<file path="config.mk">
export PLATFORM = sky130hd
export DESIGN_NAME = lsu_mem_if
export DESIGN_NICKNAME = d
export VERILOG_FILES = /design/src/rtl/lsu_mem_if.sv
export SDC_FILE = /design/constraint.sdc
export NUM_CORES = 1
export LEC_CHECK = 0
export CAP_MARGIN = 20
export CORE_MARGIN = 2
export CORE_UTILIZATION = 47
export CTS_CLUSTER_SIZE = 16
export DETAILED_ROUTE_END_ITERATION = 7
export GPL_ROUTABILITY_DRIVEN = 1
export GPL_TIMING_DRIVEN = 0
export PLACE_DENSITY = 0.88
export SLEW_MARGIN = 20
export SYNTH_ARGS = -nofsm -noshare
export SYNTH_HDL_FRONTEND = slang
export SYNTH_SLANG_ARGS = --single-unit
</file>
<file path="constraint.sdc">
create_clock -name clk -period 13.4 [get_ports clk]
set_clock_uncertainty 0.2 [all_clocks]
set_input_delay 2.01 -clock clk [delete_from_list [all_inputs] [get_ports clk]]
set_output_delay 2.01 -clock clk [all_outputs]
set_load 0.01 [all_outputs]
</file>
<file path="src/rtl/lsu_mem_if.sv">
// Load/store unit for RV32I: runs one req/ack data-memory transaction per
// load or store, stalls the pipeline while it is in flight, and returns
// lane-aligned, sign/zero-extended load data with a one-cycle done pulse.
module lsu_mem_if #(
    parameter int unsigned TIMEOUT = 16
) (
    input  logic        clk,
    input  logic        rst,
    input  logic        mem_read_i,
    input  logic        mem_write_i,
    input  logic [2:0]  func3_i,
    input  logic [31:0] addr_i,
    input  logic [31:0] wdata_i,
    output logic        stall_o,
    output logic        done_o,
    output logic        err_o,
    output logic [31:0] rdata_o,
    output logic        dmem_req_o,
    output logic        dmem_we_o,
    output logic [31:0] dmem_addr_o,
    output logic [3:0]  dmem_be_o,
    output logic [31:0] dmem_wdata_o,
    input  logic        dmem_ack_i,
    input  logic [31:0] dmem_rdata_i
);

    typedef enum logic [1:0] {StIdle, StReq, StResp} state_e;

    // Last counter value before the request is abandoned; unused when TIMEOUT is 0.
    localparam logic [31:0] TmoLast = (TIMEOUT == 0) ? 32'd0 : 32'(TIMEOUT - 1);

    state_e      r_state, w_state_next;
    logic        r_err;
    logic        r_we;
    logic [31:0] r_addr;
    logic [3:0]  r_be;
    logic [31:0] r_wdata;
    logic [2:0]  r_func3;
    logic [1:0]  r_off;
    logic [31:0] r_cnt;
    logic [31:0] r_rdata;

    logic        w_start;
    logic        w_err;
    logic        w_timeout;
    logic [3:0]  w_be;
    logic [31:0] w_wdata;
    logic [31:0] w_lane;
    logic [31:0] w_load;

    assign w_start   = mem_read_i | mem_write_i;
    assign w_timeout = (TIMEOUT != 0) && (r_cnt == TmoLast);

    // Request legality: conflicting op, unsupported width, or misalignment.
    always_comb begin
        w_err = 1'b0;
        if (mem_read_i && mem_write_i) begin
            w_err = 1'b1;
        end else if (mem_read_i) begin
            case (func3_i)
                3'b000, 3'b100: w_err = 1'b0;
                3'b001, 3'b101: w_err = addr_i[0];
                3'b010:         w_err = |addr_i[1:0];
                default:        w_err = 1'b1;
            endcase
        end else begin
            case (func3_i)
                3'b000:  w_err = 1'b0;
                3'b001:  w_err = addr_i[0];
                3'b010:  w_err = |addr_i[1:0];
                default: w_err = 1'b1;
            endcase
        end
    end

    // Byte enables and lane-replicated store data from width and offset.
    always_comb begin
        w_be    = 4'b1111;
        w_wdata = wdata_i;
        case (func3_i[1:0])
            2'b00: begin
                w_be    = 4'b0001 << addr_i[1:0];
                w_wdata = {4{wdata_i[7:0]}};
            end
            2'b01: begin
                w_be    = 4'b0011 << addr_i[1:0];
                w_wdata = {2{wdata_i[15:0]}};
            end
            default: begin
                w_be    = 4'b1111;
                w_wdata = wdata_i;
            end
        endcase
    end

    // Shift the addressed lane down and extend according to the captured func3.
    always_comb begin
        w_lane = dmem_rdata_i >> {r_off, 3'b000};
        case (r_func3)
            3'b000:  w_load = {{24{w_lane[7]}}, w_lane[7:0]};
            3'b100:  w_load = {24'd0, w_lane[7:0]};
            3'b001:  w_load = {{16{w_lane[15]}}, w_lane[15:0]};
            3'b101:  w_load = {16'd0, w_lane[15:0]};
            default: w_load = w_lane;
        endcase
    end

    // State register.
    always_ff @(posedge clk or posedge rst) begin
        if (rst) begin
            r_state <= StIdle;
        end else begin
            r_state <= w_state_next;
        end
    end

    // Next-state logic; illegal requests skip the bus and report straight away.
    always_comb begin
        w_state_next = r_state;
        case (r_state)
            StIdle: begin
                if (w_start) begin
                    w_state_next = w_err ? StResp : StReq;
                end
            end
            StReq: begin
                if (dmem_ack_i || w_timeout) begin
                    w_state_next = StResp;
                end
            end
            StResp:  w_state_next = StIdle;
            default: w_state_next = StIdle;
        endcase
    end

    // Outputs decoded from state; stall is raised combinationally on a new request.
    always_comb begin
        stall_o    = ~rst & (((r_state == StIdle) & w_start) | (r_state == StReq));
        dmem_req_o = (r_state == StReq);
        done_o     = (r_state == StResp);
        err_o      = (r_state == StResp) & r_err;
    end

    // Transaction datapath: capture request, count wait cycles, capture load data.
    always_ff @(posedge clk or posedge rst) begin
        if (rst) begin
            r_err   <= 1'b0;
            r_we    <= 1'b0;
            r_addr  <= 32'd0;
            r_be    <= 4'd0;
            r_wdata <= 32'd0;
            r_func3 <= 3'd0;
            r_off   <= 2'd0;
            r_cnt   <= 32'd0;
            r_rdata <= 32'd0;
        end else begin
            case (r_state)
                StIdle: begin
                    if (w_start) begin
                        r_err <= w_err;
                        r_cnt <= 32'd0;
                        if (!w_err) begin
                            r_we    <= mem_write_i;
                            r_addr  <= {addr_i[31:2], 2'b00};
                            r_be    <= w_be;
                            r_wdata <= w_wdata;
                            r_func3 <= func3_i;
                            r_off   <= addr_i[1:0];
                        end
                    end
                end
                StReq: begin
                    if (dmem_ack_i) begin
                        if (!r_we) begin
                            r_rdata <= w_load;
                        end
                    end else if (w_timeout) begin
                        r_err <= 1'b1;
                    end else if (TIMEOUT != 0) begin
                        r_cnt <= r_cnt + 32'd1;
                    end
                end
                default: ;
            endcase
        end
    end

    assign rdata_o      = r_rdata;
    assign dmem_we_o    = r_we;
    assign dmem_addr_o  = r_addr;
    assign dmem_be_o    = r_be;
    assign dmem_wdata_o = r_wdata;

endmodule
</file>
**Word level (Yosys, flattened, before mapping)**

Cells that the tools add are included.

- Register bits after elaboration: 139
- Latch bits: 0
- Bits in writable memories: 0
- Memory bits (read-only): 0
- Bits of input ports: 104
- Logic and storage cells: 72
- Memories: 0

- $add $sub $neg: 1
- Multipliers: 0
- Div/mod/pow operators: 0
- $lt $le $gt $ge: 0
- Equal/unequal tests: 16
- Shift operators: 3
- Multiplexer cells: 19
- Bitwise logic cells: 8
- Reduce and logical (&&, ||, !) cells: 15

Operators with widths:

| cell | count |
|---|---|
| one-hot mux 32 bit (2 select lines) | 2 |
| one-hot mux 32 bit (4 select lines) | 1 |
| 2-to-1 mux 32 bit | 3 |
| adder 32 x 1 -> 32 bit, second input constant | 1 |
| equality test 32 x 4 -> 1 bit, second input constant | 1 |
| >> shifter 32 x 5 -> 32 bit | 1 |
| equality test 3 bit, second input constant | 4 |
| one-hot mux 4 bit (2 select lines) | 1 |
| AND reduction 4 bit | 2 |
| equality test 3 x 1 -> 1 bit, second input constant | 2 |
| zero test 3 bit | 2 |
| 2-to-1 mux 2 bit | 3 |
| != test 2 bit, second input constant | 3 |
| one-hot mux 1 bit (3 select lines) | 2 |
| AND reduction 3 bit | 2 |
| OR reduction 2 bit | 3 |
| 2-to-1 mux 1 bit | 5 |
| equality test 2 x 1 -> 1 bit, second input constant | 2 |
| zero test 2 bit | 2 |
| != test 2 x 1 -> 1 bit, second input constant | 2 |
| one-hot mux 2 bit (2 select lines) | 1 |
| left shift 1 x 2 -> 4 bit, first input constant | 1 |
| left shift 2 x 2 -> 4 bit, first input constant | 1 |
| bitwise AND 1 bit | 3 |
| 9 further kinds | 12 |

**Longest topological paths before layout**

Gate-level depths: netlist (run 1).

- Depth in word-level cells: 8
- Mapped depth: 7
- Depth with buffers taken out: 6

**Worst setup path before layout (run 1)**

OpenSTA, ideal clock, no wires.

- Path type: input to output
- Start point: in mem_read_i
- End point: out stall_o
- Arrival time: 2328 ps
- Setup slack: 8862 ps
- Stages on the path: 2
- Buffers on the path: 0
- Path through: nor3_1 nor3_1

- Word-level cells in the longest chain between the ends: 4

RTL lines:

| item | line | source |
|---|---|---|
| start: declaration | 9 | `input logic mem_read_i,` |
| bitwise OR 1 bit | 51 | `assign w_start = mem_read_i \| mem_write_i;` |
| bitwise AND 1 bit | 138 | `stall_o = ~rst & (((r_state == StIdle) & w_start) \| (r_state == StReq));` |
| bitwise OR 1 bit | 138 |  |
| bitwise AND 1 bit | 138 |  |
| end: declaration | 14 | `output logic stall_o,` |

No other way between the ends.

**Worst setup path after layout (run 1)**

- Start point: in rst
- End point: out stall_o

- Word-level cells in the longest chain between the ends: 2

RTL lines:

| item | line | source |
|---|---|---|
| start: declaration | 8 | `input logic rst,` |
| NOT 1 bit | 138 |  |
| bitwise AND 1 bit | 138 |  |

No other way between the ends.

==> results of run 1 <==
-- cell usage after synthesis (9+ instances only) --
master,n
a21oi_1,31
mux2_2,9
nand4_1,15
clkbuf_1,33
nor2_1,49
dfrtp_1,139
nand3_1,32
nand2_1,198
xor2_1,14
o21ai_0,53
mux2i_1,41
-- sequential cells by signal, indices dropped and copies added, names as in the netlist --
register and count:
dmem_wdata_o 32, r_cnt 32, rdata_o 32, dmem_addr_o 30, dmem_be_o 4, r_func3 3
r_off 2, r_state 2, dmem_we_o 1, r_err 1
-- per-layer routing --
| metal | up-vias | wire, um | share of wire, % |
|---|---|---|---|
| li1 | 2928 | - | - |
| met1 | 3024 | 7940 | 40 |
| met2 | 284 | 9540 | 49 |
| met3 | 38 | 1660 | 8.4 |
| met4 | 0 | 474 | 2.4 |
| met5 | - | 0 | 0 |
-- stage by stage --
stage | hold slack (ns) | instances | cell area, um2
after floorplan | 0.250 | 721 | 6580
after global placement | 0.255 | 1106 | 8850
after detailed placement | 0.261 | 1107 | 8890
after CTS | 0.275 | 1139 | 9490
after global routing | 0.293 | 1139 | 9490
final | 0.269 | 1139 | 9490
-- worst reg2reg max path, stage by stage (launching register included) --
cell	delay (ns)
dfrtp_1	0.44
nor2b_1	0.15
clkbuf_1	0.32
nand3b_1	0.36
or3_1	0.45
a211oi_2	0.51
a221o_1	0.21
-- power by group through the flow --
| stage | Sequential (mW) | Clock [mW] | Combinational [mW] |
|---|---|---|---|
| global route | 0.676 | 0.504 | 0.775 |
| CTS | 0.660 | 0.485 | 0.717 |
| finish | 0.661 | 0.481 | 0.715 |
| floorplan | 0.718 | 0 | 0.242 |
| global placement | 0.657 | 0 | 0.697 |
| detailed placement | 0.663 | 0 | 0.711 |
-- cell type report --
| type | count | area, um2 |
|---|---|---|
| inverters | 8 | 37.5 |
| plain buffers | 41 | 161 |
| multi-input cells | 533 | 2910 |
| well taps | 180 | 225 |
| clock inverters | 11 | 143 |
| fillers | 1084 | 4280 |
| repair buffers | 206 | 2080 |
| flip-flops and latches | 139 | 3480 |
| clock buffers | 21 | 460 |
-- logic make-up (layout without fill, tap and decap cells) --
| kind of cell | count (synthesis) | after routing | share of synthesized area, % |
|---|---|---|---|
| AND/OR/NAND/NOR | 350 | 350 | 23.7 |
| flip-flops | 139 | 139 | 52.9 |
| AO/OA/AOI/OAI | 115 | 115 | 10.4 |
| multiplexers | 50 | 50 | 7.78 |
| buffers and inverters | 49 | 287 | 2.91 |
| XOR/XNOR | 15 | 15 | 2.00 |
| adder cells (fa/ha/maj) | 1 | 1 | 0.190 |
| other | 1 | 2 | 0.0570 |
-- path summary, 6_finish.rpt --
kind	start	end	slack, ns
setup reg to reg	r_state[0]	rdata_o[24]	10.68
setup / recovery	rst	stall_o	7.67
min in group asynchronous	rst	dmem_addr_o[17]	1.93
hold reg to reg	dmem_be_o[0]	dmem_be_o[0]	0.27
hold / removal	dmem_be_o[0]	dmem_be_o[0]	0.27
max in group asynchronous	rst	dmem_wdata_o[12]	10.39
==> out/results.ini, run 1 <==
[clocking]
worstSkewPairLatency_ns = 0.42
clock-sinks = 139
clk_pin_slew_ns = 0.06
cts_tree = done
postCtsSetupBuffers = 0
htreeDepth = 4
ctsResizeCount = 0
numCtsBuffers = 17
hold_buffers = 0
cts_root_buffer = clkbuf_16
clock_path_buffers = 2

[die]
fp.coreArea_um2 = 13800
rows = 43
die_area_um2 = 14900
pin_count = 209
start_util_pct = 47.7
die_w_um = 122
dieHeight_um = 122

[grt]
top_usage_layer = met2
grt_start_max_net_pins = 77
grt_pass1_vias = 6255
grt_pass1_wl_um = 31200
use_met3_pct = 7.95
antenna_found_initial = 0
globalRouteMet1Util_pct = 32.7
grt_remaining_overflow = 0
grt_use_met2_pct = 45.1
track_usage_pct = 26.9

[setup_path]
crit_path_max_fanout = 2
ff2ff_path_depth = 6
cp_cell_sequence = clkdlybuf4s50_1, nor3_1, clkdlybuf4s50_1
cp.required_ns = 11.19
critPathKind = in -> out
cp_slowest_cell = clkdlybuf4s50_1
critPathLaunchType = input pin
critPathArrivalTime_ns = 3.52
worstSetupEndpointType = primary output
path_buf_inv = 2
worstSetupPathDepth = 3
max_stage_delay_ns = 0.60
crit_top_cell = clkdlybuf4s50_1
cp_top_family = buffers and inverters

[sta]
finalHoldViolations = 0
clock.fmax_mhz = 175
maxSlewViolCount = 0
fin_setup_tns_ns = 0
max-slew-margin-rel_pct = 35.1
worst_slack_ns = 7.67
finalSetupViolations = 0
period_share_pct = 42.7
worstMarginPinSlew_ns = 0.972
grt_setup_unrepaired = no
fin_crit_ns = 5.73

[hold_path]
hold_depth = 2
hold_class = reg -> reg

[placed_design]
port_buffers = 205
dp_slack_ns = 7.71
dp_hpwl_um = 14100
gp_congestion = 0.899

[layout]
nNetsFinal = 1051
layout.cells.most_common = clkdlybuf4s50_1
area_growth_pct = 44.4
fin_util_pct = 68.9
drive_gt1_share_pct = 5.11
num_antenna_cells = 0
mostFrequentLayoutCells = 205 x clkdlybuf4s50_1, 198 x nand2_1, 139 x dfrtp_1

[power]
pwr-share-comb_pct = 38.5
netSwitchingPower_mw = 0.606
leakagePower_nw = 4.24
finalPower_mw = 1.86
p_sw_share_pct = 32.6
power.share.clock_pct = 25.9
power.internal_mw = 1.25
vdd_drop_max_mv = 0.110
power_frac_seq_pct = 35.6
power.density_nw_per_um2 = 196

[logic_synthesis]
synth_cells = 720
synth_top_flop_cell = dfrtp_1
synth.yosys.seq_area_share_pct = 52.9
synthesis.area_um2 = 6570
ys.warnings.count = 0
synth_top_area_cell = dfrtp_1
synth_top_area_share_pct = 52.9
yosysUniqueCellTypes = 47
avgSynthCellArea_um2 = 9.13
synth-edff-count = 0
synthTopCellsByArea = dfrtp_1 53%, nand2_1 11%, mux2i_1 6.2%
synthArstFlopShare_pct = 100
synth-seq-cells = 139

[detailed_routing]
routed_wl_um = 19600
wire_per_inst_um = 17.2
first_pass_iters = 5
drc_errors = 0
ant_nets = 0
first_iter_violations = 448
vias_per_cell = 5.51
vias = 6274

[outcome]
status = finished clean

[flow_run]
max_cap_viol_count = 0

Note: power is estimated with default switching activity, not from simulation.
==> run 2: changes to the inputs <==
Clock period 13.4 ns to 5.9 ns, I/O delays scaled along.
==> results of run 2 <==
Same layout as run 1 (identical final DEF). Status: finished clean.
Among the figures that moved: setup slack after placement 7.71 ns -> 2.30 ns; setup slack after layout 7.67 ns -> 2.42 ns; register-to-register setup slack 10.68 ns -> 3.18 ns; total power 1.86 mW -> 4.22 mW; worst IR drop on VDD 0.110 mV -> 0.249 mV
